$ cat config.mk
export PLATFORM = sky130hd
export DESIGN_NAME = sevseg_scan_ctrl_flat
export DESIGN_NICKNAME = d
export VERILOG_FILES = /design/src/rtl/sevseg_scan_ctrl_if.sv /design/src/rtl/sevseg_scan_ctrl.sv /design/src/flat_wrapper.sv
export SDC_FILE = /design/constraint.sdc
export NUM_CORES = 1
export LEC_CHECK = 0
export BUFFER_PORTS_ARGS = -buffer_cell sky130_fd_sc_hd__buf_2
export CORE_ASPECT_RATIO = 0.8
export CORE_MARGIN = 2
export CORE_UTILIZATION = 45
export DETAILED_ROUTE_END_ITERATION = 8
export SETUP_SLACK_MARGIN = 0.02
export SLEW_MARGIN = 25
export SYNTH_ARGS = -nofsm -noshare
export SYNTH_HDL_FRONTEND = slang
export SYNTH_SLANG_ARGS = --single-unit
export TNS_END_PERCENT = 10
$ cat constraint.sdc
create_clock -name CLK -period 10.3 [get_ports CLK]
set_input_delay 0.515 -clock CLK [delete_from_list [all_inputs] [get_ports CLK]]
set_output_delay 0.515 -clock CLK [all_outputs]
set_load 0.02 [all_outputs]
$ cat src/rtl/sevseg_scan_ctrl_if.sv
// Load channel between the byte source (UART side) and the seven-segment scan
// controller: one byte (two hex digits) per valid/ready transfer.
interface sevseg_scan_ctrl_if;
  logic       LOAD_VALID;
  logic       LOAD_READY;
  logic [7:0] LOAD_DATA;

  // Byte producer
  modport master (
    output LOAD_VALID,
    output LOAD_DATA,
    input  LOAD_READY
  );

  // Scan controller
  modport slave (
    input  LOAD_VALID,
    input  LOAD_DATA,
    output LOAD_READY
  );
endinterface

$ cat src/rtl/sevseg_scan_ctrl.sv
// Two-digit seven-segment scan controller. A byte arrives over the load
// channel into a pending buffer, is promoted to the displayed (active) byte at
// a frame boundary or while idle, and is time-multiplexed onto SEG/SEL with a
// blanking gap after each digit and 4-bit PWM brightness. All outputs are
// registered; every next-state value is formed in one combinational block.
module sevseg_scan_ctrl #(
  parameter int DWELL_CYCLES = 6000,
  parameter int BLANK_CYCLES = 60
) (
  input  logic                CLK,
  input  logic                RST_N,
  input  logic                ENABLE,
  input  logic [3:0]          BRIGHT,
  sevseg_scan_ctrl_if.slave   load,
  output logic [6:0]          SEG,
  output logic                SEL,
  output logic                FRAME_TICK
);

  localparam int CNT_W = $clog2(DWELL_CYCLES) + 1;
  localparam logic [CNT_W-1:0] DWELL_LAST = CNT_W'(DWELL_CYCLES - 1);
  localparam logic [CNT_W-1:0] BLANK_LAST = CNT_W'(BLANK_CYCLES - 1);
  localparam logic [3:0]       PWM_LAST   = 4'd14;

  typedef enum logic [2:0] {
    IDLE   = 3'd0,
    SHOW0  = 3'd1,
    BLANK0 = 3'd2,
    SHOW1  = 3'd3,
    BLANK1 = 3'd4
  } state_t;

  state_t           state_q, state_d;
  logic [CNT_W-1:0] dwell_cnt_q, dwell_cnt_d;
  logic [3:0]       pwm_cnt_q, pwm_cnt_d;
  logic [7:0]       active_q, active_d;
  logic [7:0]       pend_q, pend_d;
  logic             pend_full_q, pend_full_d;
  logic             ready_q, ready_d;
  logic [6:0]       seg_q, seg_d;
  logic             sel_q, sel_d;
  logic             tick_q, tick_d;

  logic             frame_edge;
  logic             promote;
  logic             xfer;
  logic             pwm_on;

  // Hex nibble to segment pattern, bit order {g,f,e,d,c,b,a}, active high
  function automatic logic [6:0] hex7seg(input logic [3:0] nib);
    logic [6:0] s;
    case (nib)
      4'h0:    s = 7'h3F;
      4'h1:    s = 7'h06;
      4'h2:    s = 7'h5B;
      4'h3:    s = 7'h4F;
      4'h4:    s = 7'h66;
      4'h5:    s = 7'h6D;
      4'h6:    s = 7'h7D;
      4'h7:    s = 7'h07;
      4'h8:    s = 7'h7F;
      4'h9:    s = 7'h6F;
      4'hA:    s = 7'h77;
      4'hB:    s = 7'h7C;
      4'hC:    s = 7'h39;
      4'hD:    s = 7'h5E;
      4'hE:    s = 7'h79;
      default: s = 7'h71;
    endcase
    return s;
  endfunction

  // Next-state logic: scan sequencing, buffer handshake, PWM and output decode
  always_comb begin
    // Scan sequencing; the dwell counter restarts on every state change
    state_d     = state_q;
    dwell_cnt_d = dwell_cnt_q + CNT_W'(1);
    case (state_q)
      IDLE:    if (ENABLE) state_d = SHOW0;
      SHOW0:   if (dwell_cnt_q == DWELL_LAST) state_d = BLANK0;
      BLANK0:  if (dwell_cnt_q == BLANK_LAST) state_d = SHOW1;
      SHOW1:   if (dwell_cnt_q == DWELL_LAST) state_d = BLANK1;
      BLANK1:  if (dwell_cnt_q == BLANK_LAST) state_d = SHOW0;
      default: state_d = IDLE;
    endcase
    if (!ENABLE) state_d = IDLE;
    if ((state_d != state_q) || (state_q == IDLE)) dwell_cnt_d = '0;

    // A frame starts whenever SHOW0 is entered from BLANK1 or from IDLE
    frame_edge = (state_d == SHOW0) && ((state_q == BLANK1) || (state_q == IDLE));

    // Promotion looks only at the pending flag registered before this edge,
    // so a byte accepted on a frame edge waits for the following frame.
    promote     = pend_full_q && ((state_q == IDLE) || frame_edge);
    xfer        = load.LOAD_VALID && ready_q;
    active_d    = promote ? pend_q : active_q;
    pend_d      = xfer ? load.LOAD_DATA : pend_q;
    pend_full_d = xfer || (pend_full_q && !promote);
    // READY reopens one cycle after the buffer has been emptied
    ready_d     = !xfer && !pend_full_q;

    // Free-running 0..14 PWM; BRIGHT=15 is therefore always on
    pwm_cnt_d = (pwm_cnt_q == PWM_LAST) ? 4'd0 : pwm_cnt_q + 4'd1;
    pwm_on    = (pwm_cnt_q < BRIGHT);

    // Outputs are decoded from the next state so they line up with it
    sel_d = sel_q;
    seg_d = 7'h00;
    case (state_d)
      SHOW0: begin
        sel_d = 1'b0;
        if (pwm_on) seg_d = hex7seg(active_d[3:0]);
      end
      BLANK0:  sel_d = 1'b0;
      SHOW1: begin
        sel_d = 1'b1;
        if (pwm_on) seg_d = hex7seg(active_d[7:4]);
      end
      BLANK1:  sel_d = 1'b1;
      default: sel_d = sel_q;
    endcase
    tick_d = frame_edge;
  end

  // State and registered outputs
  always_ff @(posedge CLK or negedge RST_N) begin
    if (!RST_N) begin
      state_q     <= IDLE;
      dwell_cnt_q <= '0;
      pwm_cnt_q   <= 4'd0;
      active_q    <= 8'h00;
      pend_q      <= 8'h00;
      pend_full_q <= 1'b0;
      ready_q     <= 1'b1;
      seg_q       <= 7'h00;
      sel_q       <= 1'b0;
      tick_q      <= 1'b0;
    end else begin
      state_q     <= state_d;
      dwell_cnt_q <= dwell_cnt_d;
      pwm_cnt_q   <= pwm_cnt_d;
      active_q    <= active_d;
      pend_q      <= pend_d;
      pend_full_q <= pend_full_d;
      ready_q     <= ready_d;
      seg_q       <= seg_d;
      sel_q       <= sel_d;
      tick_q      <= tick_d;
    end
  end

  assign load.LOAD_READY = ready_q;
  assign SEG             = seg_q;
  assign SEL             = sel_q;
  assign FRAME_TICK      = tick_q;

endmodule

$ cat src/flat_wrapper.sv
// flat-port wrapper written by rule: the top's interface ports become plain ports
module sevseg_scan_ctrl_flat 
#(
  parameter int DWELL_CYCLES = 6000,
  parameter int BLANK_CYCLES = 60
)
  (CLK, RST_N, ENABLE, BRIGHT, SEG, SEL, FRAME_TICK, load_LOAD_VALID, load_LOAD_DATA, load_LOAD_READY);
  sevseg_scan_ctrl_if load_i ();
  input  logic CLK;
  input  logic RST_N;
  input  logic ENABLE;
  input  logic [3:0] BRIGHT;
  output logic [6:0] SEG;
  output logic SEL;
  output logic FRAME_TICK;
  input wire logic [$bits(load_i.LOAD_VALID)-1:0] load_LOAD_VALID;
  input wire logic [$bits(load_i.LOAD_DATA)-1:0] load_LOAD_DATA;
  output wire logic [$bits(load_i.LOAD_READY)-1:0] load_LOAD_READY;
  assign load_i.LOAD_VALID = load_LOAD_VALID;
  assign load_i.LOAD_DATA = load_LOAD_DATA;
  assign load_LOAD_READY = load_i.LOAD_READY;
  sevseg_scan_ctrl #(.DWELL_CYCLES(DWELL_CYCLES), .BLANK_CYCLES(BLANK_CYCLES)) u_core (.CLK(CLK), .RST_N(RST_N), .ENABLE(ENABLE), .BRIGHT(BRIGHT), .load(load_i), .SEG(SEG), .SEL(SEL), .FRAME_TICK(FRAME_TICK));
endmodule
* Word level (Yosys, flattened, before mapping)
Memories as Yosys holds them, arrays and structs flattened. Cells that the tools add are included.
Cells by class: multiplexer cells 13, order comparisons 1, equality and inequality tests 12, add/sub/neg operators 2, reduce and logical (&&, ||, !) cells 16
Operators by type and width (number):
- $mux W3 | 5
- $pmux W3 S5 | 1
- $add A14 B1 Y14 const B | 1
- $eq A14 B13 Y1 const B | 1
- $eq A14 B6 Y1 const B | 1
- $mux W14 | 1
- $mux W7 | 2
- $pmux W7 S2 | 1
- $eq A3 B2 Y1 const B | 4
- $mux W8 | 1
- $eq A3 B1 Y1 const B | 2
- $eq A3 B3 Y1 const B | 2
- $logic_and A1 B1 Y1 | 5
- $add A4 B1 Y4 const B | 1
- $eq A4 B4 Y1 const B | 1
- $logic_or A1 B1 Y1 | 4
- $lt A4 B4 Y1 | 1
- $mux W4 | 1
- $reduce_or A2 Y1 | 2
- $logic_not A1 Y1 | 3
- $logic_not A3 Y1 | 1
- $ne A3 B3 Y1 | 1
- $pmux W1 S2 | 1
- $reduce_bool A2 Y1 | 1
Storage, ports and cells: register bits after elaboration 48, output and inout port bits 10, logic and storage cells 56, bits of input ports 16, memories 2, memory bits (read-only) 224
Memories:
- (no name shown) | words 16, bits a word 7, rd ports 1, clocked after memory_dff 0, wr ports 0, line sevseg_scan_ctrl.sv:52 | case (nib)
- (no name shown) | words 16, bits a word 7, rd ports 1, clocked after memory_dff 0, wr ports 0, line sevseg_scan_ctrl.sv:52

* Logic depth before layout (Yosys ltp)
An unclocked memory read counts as a cell.
depth after elaboration 12, depth in mapped cells 12, gate-level depth less buffers 10

* Least setup slack after synthesis
No wires, ideal clock.
kind reg-to-reg, from register u_core.dwell_cnt_q[0], to register u_core.seg_q[0], in the netlist u_core.SEG[0], data required time 10.231 ns, stages on the path, launching flop included 13, slack 6.909 ns, buffers on the path 2, library setup time 0.069 ns, arrival time 3.322 ns, path through dfrtp_1 > ha_1 > or4bb_1 > or4_1 > buf_2 > o21ai_4 > buf_6 > mux2i_1 > inv_1 > ha_1 > or3_1 > o221ai_1 > a32o_1
On the way: cells in the longest elaborated chain, start to end 12, elaborated cells on any way between the ends 19, classes of those cells eq/ne: 4; mux: 10; reduce/logical: 3; memory: 2
Ends and longest elaborated chain:
- start: declaration | line sevseg_scan_ctrl.sv:34 | logic [CNT_W-1:0] dwell_cnt_q, dwell_cnt_d;
- start signal: assignment | line sevseg_scan_ctrl.sv:140 | dwell_cnt_q <= dwell_cnt_d;
- $eq A14 B6 Y1 or $eq A14 B13 Y1 (tied branches)
- $mux W3 (on tied branches)
- $pmux W3 S5 (*) | line sevseg_scan_ctrl.sv:78 | case (state_q)
- $mux W3 (*) | line sevseg_scan_ctrl.sv:86 | if (!ENABLE) state_d = IDLE;
- $eq A3 B1 Y1 (*) | line sevseg_scan_ctrl.sv:90 | frame_edge = (state_d == SHOW0) && ((state_q == BLANK1) || (state_q == IDLE));
- $logic_and A1 B1 Y1 (*) | line sevseg_scan_ctrl.sv:90
- $logic_or A1 B1 Y1 (*) | line sevseg_scan_ctrl.sv:94 | promote = pend_full_q && ((state_q == IDLE) || frame_edge);
- $logic_and A1 B1 Y1 (*) | line sevseg_scan_ctrl.sv:94
- $mux W8 (*) | line sevseg_scan_ctrl.sv:96 | active_d = promote ? pend_q : active_q;
- named net u_core.active_d[0] | line sevseg_scan_ctrl.sv:36 | logic [7:0] active_q, active_d;
- $mem_v2 Z16 W7 (*)
- $mux W7 (*) | line sevseg_scan_ctrl.sv:112 | if (pwm_on) seg_d = hex7seg(active_d[3:0]);
- $pmux W7 S2 (*) | line sevseg_scan_ctrl.sv:109 | case (state_d)
- named net u_core.seg_d[0] | line sevseg_scan_ctrl.sv:40 | logic [6:0] seg_q, seg_d;
- end signal: assignment | line sevseg_scan_ctrl.sv:146 | seg_q <= seg_d;
- end: declaration | line sevseg_scan_ctrl.sv:40
Mark *: on every way through the listed nets, which the timed path passes. The rest lies on a longest branch. A chain may end at the register's enable or synchronous reset.

* Worst setup path after layout
Same ends and word-level chain as after synthesis.

==> flow_summary.yaml <==
clock_tree:
  holdBufCountCts: 0
  ctsLongestPathBuffers: 2
  path_clk_slew_ns: 0.09
  root_buffer_master: "sky130_fd_sc_hd__clkbuf_8"
  ctsHtreeMaxLevel: 2
  tritoncts_num_sinks: 48
  cts_made_buffers: 5
  tritoncts: "yes"
  cts_resized: 0
  post-cts-setup-buffer-count: 0
  clock_latency_ns: 0.30
worst_setup_path:
  longest_individual_stage_delay_on_the_worst_path_ns: 0.62
  setup.worst_path.class: "flop to flop"
  cells_along_the_critical_path: "ha_1, or4bb_1, or4_1, o21ai_4, mux2i_1, inv_1, ha_1, or3_1, o221ai_1, a32o_1"
  crit_slowest_cell: "sky130_fd_sc_hd__o21ai_4"
  critical_path_peak_fanout: 21
  crit_arrival_ns: 4.29
  timing.critical_path.from_type: "flop"
  cell_repeated_most_along_the_worst_path: "sky130_fd_sc_hd__ha_1"
  critPathCaptureType: "flop"
  worst_ep_required_time_ns: 10.54
route:
  ant_nets: 0
  number_of_design_rule_violations_left_by_the_first_detailed_router_iteration: 85
  drt_wl_total_mm: 5.50
  detailroute.via_count: 2041
  number_of_design_rule_violations_left_after_detail_routing: 0
  viasPerCell: 5.25
  drt_first_pass_iters: 4
  wire_per_inst_um: 14.1
die:
  core_mm2: 0.00588
  core.rowCount: 25
  fp.dieW_um: 91.0
  top_level_ports: 26
  fp.dieArea_mm2: 0.00670
  fp.dieH_um: 73.6
  start_util: 0.463
yosys:
  syn-num-nets: 312
  synth_edf_count: 0
  post_synth_xor_area_fraction: 0.0546
  ys_top_cells_by_area: "sky130_fd_sc_hd__dfrtp_1, sky130_fd_sc_hd__ha_1, sky130_fd_sc_hd__nor2_1"
  synthAdderAreaFrac: 0.0597
  ys_async_sr_fraction: 1.00
  dominantRegCellSynth: "sky130_fd_sc_hd__dfrtp_1"
  synth.yosys.seq_area_share: 0.441
  yosys.cell_types.count: 52
  synth_top_family_by_area: "simple AND/OR/NAND/NOR gates"
  ys.warnings.count: 0
  synth_seq_cells: 48
  synthesis.instances: 283
  syn-cell-area_mm2: 0.00273
  yosysTopAreaCellShare: 0.432
  synth_top_area_cell: "sky130_fd_sc_hd__dfrtp_1"
  simple_gate_portion_of_the_synthesized_area: 0.180
  post_synth.cell_area_avg_um2: 9.63
  synthMuxAreaShare: 0.0946
  complex_gate_fraction_of_the_synthesized_area: 0.126
place:
  post_dp_cell_area_mm2: 0.00291
  placed_wire_length_estimate_mm: 3.95
  routability_driven_placement_congestion_ratio: 0.884
  place.port_buffers: 25
  post-place-ws_ns: 6.24
timing:
  fin_setup_tns_ns: 0
  tightest_slew_ns: 0.767
  finalSetupViolations: 0
  maxSlewHeadroom: 0.485
  min_period_over_period: 0.393
  max_freq_mhz: 247
  rsz0062_at_grt: "no"
  maxSlewViolCount: 0
  fin_hold_ws_ns: 0.310
  finalHoldViolCount: 0
  period_minus_slack_ns: 4.05
  finClkSkew_ns: 0.0110
  worst_slack_ns: 6.25
power_and_ir_drop:
  power.static_leakage_nw: 1.35
  power.density_mw_per_mm2: 221
  power.ir.vdd_worst_mv: 0.112
global_route:
  grt_pass1_vias: 1885
  antenna_found_initial: 0
  grt_max_degree: 49
  grt_remaining_overflow: 0
  wire_length_of_the_first_global_routing_pass_mm: 9.20
  grt_use_total: 0.175
job:
  max-cap-violations: 0
cells_and_area:
  final_cell_area_mm2: 0.00300
  final_layout_size_suffix_gt1_frac: 0.166
  antennaDiodeCount: 0
  areaGrowthSynthToFinish_pct: 9.92
  n_fill_cell: 591
  post-route-util: 0.509
  fin_nets: 336
min_path:
  worst_hold_path_type: "input port to asynchronous set/reset pin"
status:
  run_status: "completed"
cell usage in the layout, fill, tap and decap left out, types with 4 or more instances in the layout:
master	count
sky130_fd_sc_hd__a31oi_1	4
sky130_fd_sc_hd__ha_1	13
sky130_fd_sc_hd__inv_1	17
sky130_fd_sc_hd__nor2_1	32
sky130_fd_sc_hd__dfrtp_1	47
sky130_fd_sc_hd__mux2_2	9
sky130_fd_sc_hd__nand2_1	28
sky130_fd_sc_hd__buf_2	25
sky130_fd_sc_hd__xor2_1	8
sky130_fd_sc_hd__nor3_1	4
sky130_fd_sc_hd__a21oi_1	13
sky130_fd_sc_hd__clkbuf_8	5
sky130_fd_sc_hd__nand3_1	12
sky130_fd_sc_hd__nand2b_1	5
sky130_fd_sc_hd__o21ai_0	8
sky130_fd_sc_hd__xnor2_1	9
sky130_fd_sc_hd__mux2i_1	8
sky130_fd_sc_hd__mux2i_2	5
sky130_fd_sc_hd__or3_1	5
logic make-up (layout without fill, tap and decap cells):
family                     count (synthesis)  count (layout)
AOI/OAI and AO/OA                         51              51
xor gates and xnor gates                  17              17
adders and majority gates                 13              13
buffers and inverters                     28              53
DFF                                       48              48
muxes                                     23              23
and+or+nand+nor                          103             103
critical path: cells and delay by family (launching register included):
family	cells	cell delay, ns
simple gates	3	1.43
buf+inv	1	0.20
fa+ha+maj	2	0.50
mux	1	0.60
compound gates	3	0.86
flops	1	0.39
cell usage after synthesis, drive strengths merged (8+ instances only):
cell and count:
inv 18, nor2 33, nand3 12, mux2 10, xor2 8, ha 13
dfrtp 47, o21ai 12, nand2 28, a21oi 13, xnor2 9, mux2i 13
area by class of cell:
cell class                 count  area, um2  area share
inverter                      19       71.3      0.0238
sequential                    48       1200       0.401
tap                           81        101      0.0338
clock buffer                   8       80.1      0.0267
timing repair buffer          26        133      0.0443
multi-input combinational    207       1410       0.470
path summary, 6_finish.rpt:
| kind | start | to | slack (ns) | cells past startpoint |
|---|---|---|---|---|
| worst max-delay path | u_core.dwell_cnt_q[0] | u_core.SEG[0] | 6.25 | 10 |
| worst min-delay path | RST_N | u_core.pend_q[5] | 0.31 | 2 |
| worst max register to register | u_core.dwell_cnt_q[0] | u_core.SEG[0] | 6.25 | 10 |
| worst min register to register | u_core.dwell_cnt_q[0] | u_core.dwell_cnt_q[0] | 0.49 | 1 |
| max in group asynchronous | RST_N | u_core.state_q[2] | 9.59 | 2 |
| min in group CLK | load_LOAD_VALID | u_core.load.LOAD_READY | 0.37 | 2 |
power breakdown:
group	total [mW]	internal (mW)	switching (mW)
Combinational	0.284	0.113	0.171
Clock	0.108	0.0484	0.0598
Sequential	0.269	0.230	0.0389
metrics by stage:
step | std cells | total power [mW]
5_1_grt | 389 | 0.714
4_1_cts | 389 | 0.665
3_5_place_dp | 381 | 0.553
2_1_floorplan | 283 | 0.479
3_3_place_gp | 381 | 0.549
6_report | 389 | 0.661
routing by layer:
layer  global-route usage  wire length (um)
met1                0.258              2920
met2                0.261              2300
met3               0.0400               242
met4               0.0505                42
met5                    0                 0
state kept, by name, summed over array words and instances (netlist names):
| signal | cells |
|---|---|
| u_core.FRAME_TICK | 1 |
| u_core.pwm_cnt_q | 4 |
| u_core.load.LOAD_READY | 1 |
| u_core.dwell_cnt_q | 14 |
| u_core.pend_full_q | 1 |
| u_core.SEL | 1 |
| u_core.active_q | 8 |
| u_core.SEG | 7 |
| u_core.state_q | 3 |
| u_core.pend_q | 8 |
Note: power is estimated with default switching activity, not from simulation.
